--- src/rtl/pipe_wb_pkg.sv ---
// Shared types for the MEM->WB write-back chain: stage bundle and clear helper.
// Field widths here are the widths the chain is built with (DATA_W/WBT_W match).
package pipe_wb_pkg;

  localparam int WB_DATA_W = 32;
  localparam int WB_WBT_W  = 4;

  localparam logic [4:0]          REG_ZERO = 5'd0;
  localparam logic [WB_WBT_W-1:0] WBT_NONE = '0;

  typedef struct packed {
    logic                 valid;
    logic                 regwrite;
    logic                 memread;
    logic [WB_WBT_W-1:0]  wbtype;
    logic [4:0]           rd;
    logic [WB_DATA_W-1:0] wbdata;
    logic [WB_DATA_W-1:0] memdata;
  } wb_stage_t;

  function automatic wb_stage_t wb_clear();
    wb_stage_t s;
    s        = '0;
    s.wbtype = WBT_NONE;
    s.rd     = REG_ZERO;
    return s;
  endfunction

endpackage

--- src/rtl/pipe_wb_fwd_match.sv ---
// One forwarding query: finds the youngest valid writer of rd in the chain.
// Ports: rd (query reg), stages (all stage contents), hit, data (forwarded value).
module pipe_wb_fwd_match
  import pipe_wb_pkg::*;
#(
  parameter int DEPTH = 1
) (
  input  logic [4:0]                 rd,
  input  wb_stage_t [DEPTH-1:0]      stages,
  output logic                       hit,
  output logic [WB_DATA_W-1:0]       data
);

  // Walk oldest to youngest so the lowest-index candidate overwrites last.
  always_comb begin
    hit  = 1'b0;
    data = '0;
    for (int i = DEPTH - 1; i >= 0; i--) begin
      if (stages[i].valid && stages[i].regwrite &&
          stages[i].rd == rd && rd != REG_ZERO) begin
        hit  = 1'b1;
        data = stages[i].memread ? stages[i].memdata
                                 : stages[i].wbdata;
      end
    end
  end

endmodule

--- src/rtl/pipe_wb_chain.sv ---
// DEPTH-stage MEM->WB register chain with stall, masked flush, async reset
// and NQ forwarding query ports (built only when PIPE_WB_FWD_EN is defined).
// Ports: clk, rst, stall, flush, in_* (stage-0 input), out_* (last stage),
// stage_valid (per-stage valid), q_rd/q_hit/q_data (forwarding queries).
module pipe_wb_chain
  import pipe_wb_pkg::*;
#(
  parameter int               DATA_W     = WB_DATA_W,
  parameter int               WBT_W      = WB_WBT_W,
  parameter int               DEPTH      = 1,
  parameter logic [DEPTH-1:0] FLUSH_MASK = '1,
  parameter int               NQ         = 2
) (
  input  logic                 clk,
  input  logic                 rst,
  input  logic                 stall,
  input  logic                 flush,
  input  logic                 in_valid,
  input  logic                 in_regwrite,
  input  logic                 in_memread,
  input  logic [WBT_W-1:0]     in_wbtype,
  input  logic [4:0]           in_rd,
  input  logic [DATA_W-1:0]    in_wbdata,
  input  logic [DATA_W-1:0]    in_memdata,
  output logic                 out_valid,
  output logic                 out_regwrite,
  output logic                 out_memread,
  output logic [WBT_W-1:0]     out_wbtype,
  output logic [4:0]           out_rd,
  output logic [DATA_W-1:0]    out_wbdata,
  output logic [DATA_W-1:0]    out_memdata,
  output logic [DEPTH-1:0]     stage_valid,
  input  logic [NQ*5-1:0]      q_rd,
  output logic [NQ-1:0]        q_hit,
  output logic [NQ*DATA_W-1:0] q_data
);

  wb_stage_t [DEPTH-1:0] st;
  wb_stage_t             head;

  // A bubble enters as a fully cleared bundle.
  always_comb begin
    head = wb_clear();
    if (in_valid) begin
      head.valid    = 1'b1;
      head.regwrite = in_regwrite;
      head.memread  = in_memread;
      head.wbtype   = in_wbtype;
      head.rd       = in_rd;
      head.wbdata   = in_wbdata;
      head.memdata  = in_memdata;
    end
  end

  for (genvar i = 0; i < DEPTH; i++) begin : g_stage
    wb_stage_t nxt;
    wb_stage_t r;

    if (i == 0) begin : g_head
      assign nxt = head;
    end else begin : g_body
      assign nxt = st[i-1];
    end

    // Flush beats stall; unmasked stages ignore flush.
    always_ff @(posedge clk or posedge rst) begin
      if (rst) begin
        r <= wb_clear();
      end else if (flush && FLUSH_MASK[i]) begin
        r <= wb_clear();
      end else if (!stall) begin
        r <= nxt;
      end
    end

    assign st[i]          = r;
    assign stage_valid[i] = r.valid;
  end

  assign out_valid    = st[DEPTH-1].valid;
  assign out_regwrite = st[DEPTH-1].regwrite;
  assign out_memread  = st[DEPTH-1].memread;
  assign out_wbtype   = st[DEPTH-1].wbtype;
  assign out_rd       = st[DEPTH-1].rd;
  assign out_wbdata   = st[DEPTH-1].wbdata;
  assign out_memdata  = st[DEPTH-1].memdata;

`ifdef PIPE_WB_FWD_EN
  for (genvar k = 0; k < NQ; k++) begin : g_q
    pipe_wb_fwd_match #(
      .DEPTH(DEPTH)
    ) u_match (
      .rd    (q_rd[5*k +: 5]),
      .stages(st),
      .hit   (q_hit[k]),
      .data  (q_data[DATA_W*k +: DATA_W])
    );
  end
`else
  logic unused_q_rd;
  assign unused_q_rd = ^q_rd;
  assign q_hit       = '0;
  assign q_data      = '0;
`endif

endmodule

--- config.mk ---
export PLATFORM = sky130hd
export DESIGN_NAME = pipe_wb_chain
export DESIGN_NICKNAME = d
export VERILOG_FILES = /design/src/rtl/pipe_wb_pkg.sv /design/src/rtl/pipe_wb_fwd_match.sv /design/src/rtl/pipe_wb_chain.sv
export SDC_FILE = /design/constraint.sdc
export NUM_CORES = 1
export LEC_CHECK = 0
export ABC_AREA = 0
export CAP_MARGIN = 20
export CORE_AREA = 2 2 91 93
export DETAILED_ROUTE_END_ITERATION = 12
export DIE_AREA = 0 0 93 95
export DONT_BUFFER_PORTS = 1
export SYNTH_ARGS = -nofsm -noshare
export SYNTH_HDL_FRONTEND = slang
export SYNTH_SLANG_ARGS = --single-unit
--- constraint.sdc ---
create_clock -name clk -period 3.79 [get_ports clk]
set_clock_uncertainty 0.2 [all_clocks]
set_input_delay 0.758 -clock clk [delete_from_list [all_inputs] [get_ports clk]]
set_output_delay 0.758 -clock clk [all_outputs]
set_load 0.05 [all_outputs]
==> report_table.html <==
<table>
<tr><th>Metric</th><th>Value</th></tr>
<tr><th colspan="2">Critical path</th></tr>
<tr><td>Depth of the critical timing path with buffers and inverters included</td><td>0</td></tr>
<tr><td>Number of cells traversed by the worst register-to-register path</td><td>2</td></tr>
<tr><td>Origin of the worst setup path</td><td>out_valid$_DFFE_PP0P_</td></tr>
<tr><td>Launching element type of the critical path</td><td>flip-flop</td></tr>
<tr><td>Crit path capture type</td><td>output port</td></tr>
<tr><td>Top fanout value on the critical path</td><td>3</td></tr>
<tr><td>Type of the worst setup path</td><td>flip-flop to output port</td></tr>
<tr><td>Worst r2r src</td><td>out_valid$_DFFE_PP0P_</td></tr>
<tr><td>Req. time, crit path</td><td>about 2.8 ns</td></tr>
<tr><td>Arrival time at the worst endpoint</td><td>around 1.3 ns</td></tr>
<tr><th colspan="2">Timing</th></tr>
<tr><td>Final count of pins violating max slew</td><td>0</td></tr>
<tr><td>Final worst-path cycle share</td><td>between 50 and 60%</td></tr>
<tr><td>Slew at the pin closest to its max-slew limit</td><td>approximately 0.9 ns</td></tr>
<tr><td>Sum of negative setup slack</td><td>0 ns</td></tr>
<tr><td>Setup-violating endpoint count in the final report</td><td>0</td></tr>
<tr><td>Hold Violations, Final</td><td>0</td></tr>
<tr><td>Maximum frequency from static timing analysis</td><td>~450 MHz</td></tr>
<tr><td>RSZ-0062 raised after global routing</td><td>false</td></tr>
<tr><td>Headroom to the max-slew limit</td><td>roughly two fifths</td></tr>
<tr><td>Tmin final</td><td>2.245 ns</td></tr>
<tr><th colspan="2">Clock tree</th></tr>
<tr><td>Number of buffers between clock root and the deepest sink</td><td>2</td></tr>
<tr><td>CTS buffer count</td><td>9</td></tr>
<tr><td>Clock Pin Slew Worst Setup and Hold Paths</td><td>0.08 ns</td></tr>
<tr><td>CTS Root Buffer Type</td><td>sky130_fd_sc_hd__clkbuf_8</td></tr>
<tr><td>Worst skew pair latency</td><td>around 0.33 ns</td></tr>
<tr><td>Post-CTS setup repair buffer count</td><td>0</td></tr>
<tr><td>Clock tree from TritonCTS</td><td>yes</td></tr>
<tr><td>H-Tree Level Count</td><td>3</td></tr>
<tr><td>Clock tree sinks</td><td>76</td></tr>
<tr><td>Number of gates resized after cts</td><td>0</td></tr>
<tr><td>Hold buffer count at CTS</td><td>0</td></tr>
<tr><th colspan="2">Yosys</th></tr>
<tr><td>Number of synthesized flops with an enable pin</td><td>0</td></tr>
<tr><td>Yosys top cell by area</td><td>sky130_fd_sc_hd__dfrtp_1</td></tr>
<tr><td>Leading cell types by total area after synthesis</td><td>sky130_fd_sc_hd__dfrtp_1 (53%), sky130_fd_sc_hd__buf_4 (14%), sky130_fd_sc_hd__a32o_1 (9.7%), sky130_fd_sc_hd__nand3b_1 (8.3%), sky130_fd_sc_hd__a21oi_1 (5.5%)</td></tr>
<tr><td>Number of different library cells in the post-synthesis netlist</td><td>16</td></tr>
<tr><td>Async SR Flop Fraction</td><td>100.0%</td></tr>
<tr><td>Number of flip-flops and latches in the synthesized netlist</td><td>between 70 and 80</td></tr>
<tr><td>Top cells by instance count after synthesis</td><td>sky130_fd_sc_hd__dfrtp_1 (76), sky130_fd_sc_hd__buf_4 (69), sky130_fd_sc_hd__a21oi_1 (40), sky130_fd_sc_hd__nand2_1 (40), sky130_fd_sc_hd__nand3b_1 (40)</td></tr>
<tr><td>Share of synthesized area occupied by flip-flops and latches</td><td>52.50%</td></tr>
<tr><td>Mapped Cells</td><td>between 300 and 400</td></tr>
<tr><td>Post-Syn Area per Cell</td><td>10.81 sq um</td></tr>
<tr><td>YS warnings</td><td>0</td></tr>
<tr><td>Ys flop type</td><td>sky130_fd_sc_hd__dfrtp_1</td></tr>
<tr><td>Most frequent cell after synthesis</td><td>sky130_fd_sc_hd__dfrtp_1</td></tr>
<tr><td>Fraction of synthesized cell area taken by the top area cell type</td><td>between 50% and 60%</td></tr>
<tr><td>Cell Area, Synth</td><td>~0.0036 sq mm</td></tr>
<tr><th colspan="2">GRT</th></tr>
<tr><td>Wire length of the first global-routing pass</td><td>between 10000 and 15000 um</td></tr>
<tr><td>Total congestion overflow</td><td>0</td></tr>
<tr><td>Antenna violations before repair</td><td>0</td></tr>
<tr><td>Via count of the first global-routing pass</td><td>2203</td></tr>
<tr><td>GRT Util Overall</td><td>between 15 and 20%</td></tr>
<tr><td>Maximum number of pins on one net before global-route repair</td><td>84</td></tr>
<tr><th colspan="2">Die</th></tr>
<tr><td>Die Outline Area</td><td>between 0.008 and 0.009 sq mm</td></tr>
<tr><td>Chip width</td><td>between 90 and 100 um</td></tr>
<tr><td>Initial Util</td><td>between 40% and 50%</td></tr>
<tr><td>Std-Cell Rows</td><td>33</td></tr>
<tr><td>I/O pin total</td><td>around 230</td></tr>
<tr><td>Chip Height</td><td>roughly 95 um</td></tr>
<tr><td>Floorplan core area</td><td>0.007928 sq mm</td></tr>
<tr><th colspan="2">Placement</th></tr>
<tr><td>Number of cells in the design after placement</td><td>between 400 and 500</td></tr>
<tr><td>Global placer's final weighted congestion</td><td>between 0.6 and 0.7</td></tr>
<tr><td>Count of buffers inserted at the top-level ports</td><td>0</td></tr>
<tr><td>DPL Wire Length</td><td>between 4000 and 5000 um</td></tr>
<tr><th colspan="2">Routing</th></tr>
<tr><td>1st-iter DRT viols</td><td>109</td></tr>
<tr><td>Average wire per cell in the routed design</td><td>16.67 um</td></tr>
<tr><td>Ratio of routed vias to standard cells</td><td>approximately 5.2</td></tr>
<tr><td>Final WL</td><td>between 7000 and 8000 um</td></tr>
<tr><td>Total DRC errors in the routed layout</td><td>0</td></tr>
<tr><td>Remaining antenna violation count</td><td>0</td></tr>
<tr><td>Number of optimization iterations in the first detailed-route pass</td><td>4</td></tr>
<tr><td>Detailed-route via count</td><td>between 2k and 2.5k</td></tr>
<tr><th colspan="2">Power</th></tr>
<tr><td>Net Sw Power</td><td>roughly 600 uW</td></tr>
<tr><td>Pwr dens</td><td>between 500 and 600 mW/mm^2</td></tr>
<tr><td>Clock power frac</td><td>between 30% and 40%</td></tr>
<tr><td>Worst IR Drop VDD</td><td>between 150 and 200 uV</td></tr>
<tr><td>Switching part of the total power</td><td>around a third</td></tr>
<tr><td>Pleak</td><td>between 0.0015 and 0.002 uW</td></tr>
<tr><td>Int Power</td><td>approximately 1300 uW</td></tr>
<tr><td>Combinational power share</td><td>a little under an eighth</td></tr>
<tr><td>Proportion of power drawn by flip-flops and latches</td><td>between 50% and 60%</td></tr>
<tr><th colspan="2">Final layout</th></tr>
<tr><td>Synthesis-to-layout area growth</td><td>-1.762%</td></tr>
<tr><td>Count of filler cells inserted in the layout</td><td>767</td></tr>
<tr><td>Antenna diode instance count</td><td>0</td></tr>
<tr><td>Area of the multi-input gates</td><td>approximately 0.0013 sq mm</td></tr>
<tr><td>Final cell count without fillers</td><td>roughly 430</td></tr>
<tr><td>Final-stage net count</td><td>between 400 and 500</td></tr>
<tr><td>Total area of sequential cells</td><td>approximately 0.0019 sq mm</td></tr>
<tr><td>Share of post-route cells with drive strength above 1</td><td>between 6 and 7%</td></tr>
<tr><th colspan="2">Flow run</th></tr>
<tr><td>Maxcap violations</td><td>0</td></tr>
<tr><th colspan="2">Worst hold path</th></tr>
<tr><td>HP Class</td><td>primary input to asynchronous set/reset pin</td></tr>
<tr><th colspan="2">Run status</th></tr>
<tr><td>Status</td><td>completed</td></tr>
</table>
==> path summary, 6_finish.rpt <==
| path | to | slack [ns] |
|---|---|---|
| worst max-delay path | out_valid | 1.54 |
| worst min-delay path | out_memdata[21]$_DFFE_PP0P_ | 0.14 |
| worst max register to register | out_valid$_DFFE_PP0P_ | 2.29 |
| worst min register to register | out_wbdata[21]$_DFFE_PP0P_ | 0.57 |
| max in group asynchronous | out_wbdata[1]$_DFFE_PP0P_ | 2.31 |
| min in group clk | out_wbdata[25]$_DFFE_PP0P_ | 0.27 |
==> cell families after synthesis <==
group	share of synthesized area (%)
buffers and inverters	18.83
and+or+nand+nor	13.09
DFF	52.50
AOI/OAI and AO/OA	15.20
muxes	0.2763
other	0.1035
==> sequential cells by signal, summed over array words and instances (netlist names) <==
name and cells:
out_wbtype 4, out_valid 1, out_memread 1, out_wbdata 32
out_rd 5, out_memdata 32, out_regwrite 1
==> final cells by class <==
cell class | count | area share (%)
sequential | 76 | 53.45
multi-input combinational | 225 | 36.11
timing repair buffer | 2 | 0.4219
inverter | 2 | 0.2461
tap | 105 | 3.692
clock inverter | 5 | 2.110
clock buffer | 11 | 3.973
==> placed cells by master, fill, tap and decap left out, drive strengths merged, types with 2 or more instances in the layout <==
cell type / count
a21oi: 40
nand3b: 40
dfrtp: 76
a32o: 35
bufinv: 2
conb: 66
nand2: 40
nor2b: 2
clkbuf: 11
buf: 2
clkinv: 4
==> power groups by stage <==
| stage | Sequential (uW) | Combinational (uW) | Clock (uW) |
|---|---|---|---|
| after floorplan | 978 | 294 | 0 |
| after global placement | 987 | 220 | 0 |
| after detailed placement | 988 | 223 | 0 |
| after CTS | 972 | 223 | 692 |
| after global routing | 975 | 238 | 722 |
| final | 971 | 222 | 664 |
==> through the flow <==
stage	setup slack, ns	util, %	hold WS, ns	total power, uW	cell area (sq um)
after global routing	1.484	44.89	0.1683	1935	3558
after detailed placement	1.807	42.16	0.5321	1211	3342
after floorplan	0.8937	-	0.5508	1272	3866
after CTS	1.509	44.89	0.1436	1887	3558
final	1.545	44.89	0.1420	1856	3558
after global placement	1.839	42.16	0.5334	1208	3342
==> metal layers <==
| metal | track usage [%] | part of all wire [%] | vias to the layer above |
|---|---|---|---|
| met3 | 7.103 | 12 | 10 |
| met1 | 17.60 | 38 | 1102 |
| met2 | 25.24 | 49 | 130 |
| met5 | 0 | 0 | - |
| met4 | 7.721 | 1.7 | 0 |
| li1 | - | - | 994 |
No activity file was read; power rests on OpenSTA's default activity.
